<file path="src/rtl/execute_cc_mreg.sv">
// Y86-64 execute back half: condition codes, cmov squash
// and the E->M pipeline register with stall/bubble control.
//
// Ports:
//   clk, rst        rising-edge clock, sync active-high reset
//   E_*             instruction fields sitting in E
//   e_valE, alu_cf  ALU result and its {OF,SF,ZF} flags
//   m_stat, W_stat  downstream status, gates cc updates
//   M_stall/bubble  M register hold / nop insert
//   cc              current {OF,SF,ZF}
//   e_Cnd, e_dstE   combinational condition and squashed dstE
//   M_*             registered M-stage copies
module execute_cc_mreg #(
  parameter int         WIDTH = 64,
  parameter logic [3:0] RNONE = 4'hF
) (
  input  logic             clk,
  input  logic             rst,
  input  logic [2:0]       E_stat,
  input  logic [3:0]       E_icode,
  input  logic [3:0]       E_ifun,
  input  logic [WIDTH-1:0] e_valE,
  input  logic [2:0]       alu_cf,
  input  logic [WIDTH-1:0] E_valA,
  input  logic [3:0]       E_dstE,
  input  logic [3:0]       E_dstM,
  input  logic [2:0]       m_stat,
  input  logic [2:0]       W_stat,
  input  logic             M_stall,
  input  logic             M_bubble,
  output logic [2:0]       cc,
  output logic             e_Cnd,
  output logic [3:0]       e_dstE,
  output logic [2:0]       M_stat,
  output logic [3:0]       M_icode,
  output logic             M_Cnd,
  output logic [WIDTH-1:0] M_valE,
  output logic [WIDTH-1:0] M_valA,
  output logic [3:0]       M_dstE,
  output logic [3:0]       M_dstM
);

  localparam logic [2:0] S_AOK = 3'd1;
  localparam logic [3:0] I_NOP = 4'd1;
  localparam logic [3:0] I_CMOV = 4'd2;
  localparam logic [3:0] I_OPQ = 4'd6;

  logic [2:0]       cc_q, cc_d;
  logic [2:0]       stat_q, stat_d;
  logic [3:0]       icode_q, icode_d;
  logic             cnd_q, cnd_d;
  logic [WIDTH-1:0] vale_q, vale_d;
  logic [WIDTH-1:0] vala_q, vala_d;
  logic [3:0]       dste_q, dste_d;
  logic [3:0]       dstm_q, dstm_d;

  logic set_cc;
  logic of_f, sf_f, zf_f, lt;

  assign of_f = cc_q[2];
  assign sf_f = cc_q[1];
  assign zf_f = cc_q[0];
  assign lt   = sf_f ^ of_f;

  // Downstream exceptions freeze cc so a faulting
  // instruction's successors cannot disturb it.
  assign set_cc = (E_icode == I_OPQ) &&
                  (m_stat == S_AOK) &&
                  (W_stat == S_AOK);

  always_comb begin
    e_Cnd = 1'b0;
    unique case (E_ifun)
      4'd0:    e_Cnd = 1'b1;
      4'd1:    e_Cnd = lt | zf_f;
      4'd2:    e_Cnd = lt;
      4'd3:    e_Cnd = zf_f;
      4'd4:    e_Cnd = ~zf_f;
      4'd5:    e_Cnd = ~lt;
      4'd6:    e_Cnd = ~lt & ~zf_f;
      default: e_Cnd = 1'b0;
    endcase
  end

  assign e_dstE = (E_icode == I_CMOV && !e_Cnd) ?
                  RNONE : E_dstE;

  always_comb begin
    cc_d    = set_cc ? alu_cf : cc_q;
    stat_d  = stat_q;
    icode_d = icode_q;
    cnd_d   = cnd_q;
    vale_d  = vale_q;
    vala_d  = vala_q;
    dste_d  = dste_q;
    dstm_d  = dstm_q;
    if (M_bubble) begin
      stat_d  = S_AOK;
      icode_d = I_NOP;
      cnd_d   = 1'b0;
      vale_d  = '0;
      vala_d  = '0;
      dste_d  = RNONE;
      dstm_d  = RNONE;
    end else if (!M_stall) begin
      stat_d  = E_stat;
      icode_d = E_icode;
      cnd_d   = e_Cnd;
      vale_d  = e_valE;
      vala_d  = E_valA;
      dste_d  = e_dstE;
      dstm_d  = E_dstM;
    end
  end

  always_ff @(posedge clk) begin
    if (rst) begin
      cc_q    <= 3'b001;
      stat_q  <= S_AOK;
      icode_q <= I_NOP;
      cnd_q   <= 1'b0;
      vale_q  <= '0;
      vala_q  <= '0;
      dste_q  <= RNONE;
      dstm_q  <= RNONE;
    end else begin
      cc_q    <= cc_d;
      stat_q  <= stat_d;
      icode_q <= icode_d;
      cnd_q   <= cnd_d;
      vale_q  <= vale_d;
      vala_q  <= vala_d;
      dste_q  <= dste_d;
      dstm_q  <= dstm_d;
    end
  end

  assign cc      = cc_q;
  assign M_stat  = stat_q;
  assign M_icode = icode_q;
  assign M_Cnd   = cnd_q;
  assign M_valE  = vale_q;
  assign M_valA  = vala_q;
  assign M_dstE  = dste_q;
  assign M_dstM  = dstm_q;

endmodule
</file>
<file path="config.mk">
export PLATFORM = sky130hd
export DESIGN_NAME = execute_cc_mreg
export DESIGN_NICKNAME = d
export VERILOG_FILES = /design/src/rtl/execute_cc_mreg.sv
export SDC_FILE = /design/constraint.sdc
export NUM_CORES = 1
export LEC_CHECK = 0
export BUFFER_PORTS_ARGS = -buffer_cell sky130_fd_sc_hd__buf_4
export CAP_MARGIN = 30
export CORE_ASPECT_RATIO = 2
export CORE_MARGIN = 4
export CORE_UTILIZATION = 39
export CTS_CLUSTER_SIZE = 10
export DETAILED_ROUTE_END_ITERATION = 12
export PLACE_DENSITY = 0.76
export SYNTH_ARGS = -nofsm -noshare
export SYNTH_HDL_FRONTEND = slang
export SYNTH_SLANG_ARGS = --single-unit
</file>
<file path="constraint.sdc">
create_clock -name clk -period 1.35 [get_ports clk]
set_input_delay 0.27 -clock clk [delete_from_list [all_inputs] [get_ports clk]]
set_output_delay 0.27 -clock clk [all_outputs]
set_load 0.05 [all_outputs]
</file>
==> flow_summary.rst <==
.. list-table::
   :header-rows: 1

   * - Metric
     - Value
   * - Run status
     - finished with violations
   * - Violations in the final reports
     - setup timing
   * - Antenna diode count
     - 0
   * - Die Outline Area
     - 15700 um2
   * - Required time at the endpoint of the critical path
     - 1.08 ns
   * - Worst hold margin
     - 0.0618 ns
   * - Kind of critical path
     - flip-flop to output pin
   * - Skew final
     - ~0.0032 ns
   * - Via density per instance
     - 4.86
   * - Routability cong.
     - 0.843
   * - Sequential-to-total area share from yosys stat
     - roughly 55%
   * - Final routed wire length divided by cell count
     - 17.4 um
   * - Share of synthesized flip-flops with an asynchronous set or reset
     - 0%
   * - Number of nets in the layout
     - 981
   * - Root Buffer
     - sky130_fd_sc_hd__clkbuf_16
   * - TritonCTS clock tree
     - done
   * - Compound-Gate Fraction of Synth Area
     - ~1.8%
   * - Row Count
     - 60
   * - Number of nets still failing antenna checks after routing
     - 0
   * - Maximum number of pins on one net before global-route repair
     - between 80 and 90
   * - Switching share of total power
     - 26.5%
   * - Reg2reg setup slack
     - -0.27 ns
   * - Logic gate share of total power
     - roughly 16%
   * - Dominant cell type by area after synthesis
     - sky130_fd_sc_hd__dfxtp_1
   * - Startpoint of the most critical register-to-register path
     - cc[0]$_SDFFE_PP1P_
   * - Yosys reg bits
     - ~150
   * - DRT Pass-1 Iters
     - 4
   * - First-pass GRT wire length
     - ~27000 um
   * - Minimum clock period
     - ~2.0 ns
   * - Initial detailed-routing violation count
     - 100
   * - Latest clock arrival within the worst-skew pair
     - between 0.4 and 0.5 ns
   * - Transition time of the tightest slew-check pin
     - 0.453 ns
   * - Non-filler instance count after layout
     - approximately 990
   * - Fraction of power consumed by sequential logic
     - between 40% and 50%
   * - Area share of and/or/nand/nor cells after synthesis
     - approximately an eighth
   * - Count of cell types in the netlist
     - 24
   * - Fraction of layout cells with a size suffix above 1
     - between 40 and 50%
   * - Number of global-route vias before repair
     - just over 5000
   * - Worst-case hold path end point
     - cc[2]$_SDFFE_PP0P_
   * - Hold-fix buffers at CTS
     - 0
   * - Element type at the critical path start
     - flip-flop
   * - Post-Synthesis Net Count
     - approximately 660
   * - Number of synthesis warnings
     - 0
   * - Min-delay src
     - rst
   * - Adder and majority gate portion of the synthesized area
     - 0%
   * - Number of levels in the clock H-tree
     - 4
   * - Core area
     - between 10000 and 15000 um2
   * - Library cell with the highest instance count after synthesis
     - sky130_fd_sc_hd__dfxtp_1
   * - Tcrit/Tclk final
     - 150%
   * - Tightest Hold Check Type
     - primary input to flip-flop
   * - Ports
     - approximately 310
   * - Reported leakage power
     - between 4 and 5 nW
   * - Overall die width
     - between 90 and 100 um
   * - Clock sink total
     - approximately 150
   * - Maximum fanout along the worst path
     - 5
   * - Final total power
     - between 10 and 15 mW
   * - Floorplan die height
     - 173 um
   * - Global Route Usage Sum
     - between 20% and 30%
   * - Netlist area before placement
     - 5320 um2
   * - Number of cell instances on the worst register-to-register path
     - 8
   * - Number of buffers added by the clock tree synthesis step
     - 17
   * - Clk slew on worst S/H paths
     - approximately 0.060 ns
   * - Top cell types by occurrence after synthesis
     - sky130_fd_sc_hd__dfxtp_1 (147), sky130_fd_sc_hd__mux2i_1 (142), sky130_fd_sc_hd__nor2_1 (138), sky130_fd_sc_hd__buf_2 (24), sky130_fd_sc_hd__clkbuf_1 (9)
   * - Growth of design area from synthesis to finish
     - 63.6%
   * - Top-area cell type share of the netlist area
     - a little under three fifths
   * - Number of slew-limit violations in the final report
     - 0
   * - Maximum resistive drop on vdd
     - about 840 uV
   * - Total power divided by cell area
     - around 1300 nW/um2
   * - Pre-CTS setup slack
     - -0.432 ns
   * - Top area cells in the synthesized netlist
     - sky130_fd_sc_hd__dfxtp_1 (55%), sky130_fd_sc_hd__mux2i_1 (27%), sky130_fd_sc_hd__nor2_1 (9.7%)
   * - Final hold viol count
     - 0
   * - Residual DRC
     - 0
   * - Synthesized instance count
     - between 500 and 600
   * - Net Switching
     - about 3 mW
   * - Terminus of the critical flop-to-flop path
     - M_dstE[3]$_SDFFE_PP1N_
   * - Hold Path Stages
     - 2
   * - Most used DFF post-synth
     - sky130_fd_sc_hd__dfxtp_1
   * - Antenna violations before repair
     - 0
   * - Highest attainable clock frequency
     - between 0.4 and 0.5 GHz
   * - Setup ws final
     - -0.672 ns
   * - Max Buffers Root-to-Sink
     - 2
   * - Critical Path End Type
     - output pin
   * - Placed instance count
     - 953
   * - Tightest slew margin relative to the limit
     - between 60% and 70%
   * - Mux cell area share after synthesis
     - roughly a quarter
   * - Cell with the biggest individual delay on the critical path
     - sky130_fd_sc_hd__dfxtp_4
   * - Ordered cell list for the critical path
     - nor2b_2 -> o211a_4 -> o31ai_4 -> buf_12 -> nand2b_4 -> buf_8
   * - Worst EP arrival
     - 1.75 ns
   * - Mapped Avg Cell Area
     - 10.6 um2
   * - Core Util, Final
     - 64.8%
   * - Largest stage delay, worst path
     - about 0.38 ns
   * - Setup Viol. Count Final
     - 10
   * - Setup repair after global routing missed its margin
     - yes
   * - Initial Utilization
     - between 30% and 40%
   * - Clock network fraction of total power
     - a little over two fifths
   * - Sum of overflow across all layers after global routing
     - 0
   * - EDFF count, synth
     - 0
   * - Via Count
     - 4805
   * - Max_cap viols
     - 0
   * - Largest family of logic cells by synthesized area
     - multiplexers
   * - P_int
     - between 8 and 9 mW
   * - Detailed-placement wirelength estimate
     - 13300 um
   * - Xor/xnor cell area share of the yosys netlist
     - less than 1%
   * - Final WL
     - about 17000 um
   * - Count of buffers inserted at the top-level ports
     - between 300 and 400
[flip-flops by register name, summed over array words and instances, names as in the netlist]
register / count
M_valA: 64
M_valE: 64
M_dstE: 4
M_dstM: 4
M_icode: 4
M_stat: 3
cc: 3
M_Cnd: 1
[stage by stage]
| stage | cell area [um2] | TNS [ns] |
|---|---|---|
| after global placement | 7940 | -2.54 |
| final | 8700 | -4.29 |
| after floorplan | 5360 | -2.15 |
| after detailed placement | 7940 | -2.90 |
| after CTS | 8650 | -3.88 |
| after global routing | 8700 | -4.71 |
[cell type report]
class                           count  area (um2)
Clock buffer                       19         443
Clock inverter                     13         171
Tap cell                          155         194
Inverter                            2        7.51
Sequential cell                   147        2950
Multi-Input combinational cell    320        2310
Fill cell                        1050        4730
Timing Repair Buffer              333        2620
[timing repair]
action / in CTS / in global routing
buffers inserted: 2 / 2
setup endpoints to repair: 11 / 11
pin swaps: 3 / 6
resized for setup: 18 / 9
cloned: 0 / 0
[cells in the final DEF, fill, tap and decap left out, types with 2 or more instances in the layout]
cell / count
sky130_fd_sc_hd__buf_4: 316
sky130_fd_sc_hd__dfxtp_1: 144
sky130_fd_sc_hd__mux2i_1: 141
sky130_fd_sc_hd__nor2_1: 138
sky130_fd_sc_hd__clkbuf_16: 17
sky130_fd_sc_hd__buf_6: 8
sky130_fd_sc_hd__nand2_1: 7
sky130_fd_sc_hd__nor3b_1: 5
sky130_fd_sc_hd__inv_6: 5
sky130_fd_sc_hd__buf_12: 5
sky130_fd_sc_hd__nand2b_4: 4
sky130_fd_sc_hd__nor3_1: 4
sky130_fd_sc_hd__buf_8: 4
sky130_fd_sc_hd__a21oi_1: 3
sky130_fd_sc_hd__dfxtp_4: 3
sky130_fd_sc_hd__bufinv_16: 3
sky130_fd_sc_hd__clkinvlp_4: 3
sky130_fd_sc_hd__o31ai_4: 2
sky130_fd_sc_hd__inv_1: 2
sky130_fd_sc_hd__a21oi_2: 2
[cells by family after synthesis]
family	count (synthesis)
AOI/OAI and AO/OA	11
xor gates and xnor gates	1
buffers and inverters	35
DFF	147
muxes	142
and+or+nand+nor	166
[routing by layer]
metal  track usage (%)  part of all wire, %  vias to the layer above
li1                  -                    -                     2315
met1              19.8                   32                     2206
met5                 0                    0                        -
met3              5.66                  7.4                       55
met2              40.8                   55                      229
met4              13.7                  5.5                        0
[worst max path at each step]
stage	start	slack [ns]	endpoint	cells past startpoint
2_1_floorplan	cc[0]$_SDFFE_PP1P_	-0.38	e_dstE[1]	4
3_3_place_gp	E_icode[3]	-0.40	e_dstE[3]	7
3_5_place_dp	E_icode[3]	-0.43	e_dstE[2]	7
4_1_cts	cc[0]$_SDFFE_PP1P_	-0.69	e_dstE[2]	6
5_1_grt	cc[0]$_SDFFE_PP1P_	-0.72	e_dstE[0]	6
6_report	cc[0]$_SDFFE_PP1P_	-0.67	e_dstE[2]	6
[power by group through the flow]
stage | clock network [mW] | registers, mW | logic, mW
finish | 4.89 | 4.55 | 1.77
global route | 5.18 | 4.57 | 1.87
CTS | 4.98 | 4.55 | 1.77
detailed placement | 0 | 4.65 | 1.74
global placement | 0 | 4.64 | 1.71
floorplan | 0 | 5.12 | 0.517
[critical path, delay by kind of cell (launching register included)]
kind                   cells  cell delay (ns)
flip-flops                 1             0.38
AND/OR/NAND/NOR            2             0.13
buffers and inverters      2             0.31
AO/OA/AOI/OAI              2             0.52
Power figures use the tool's default switching activity.
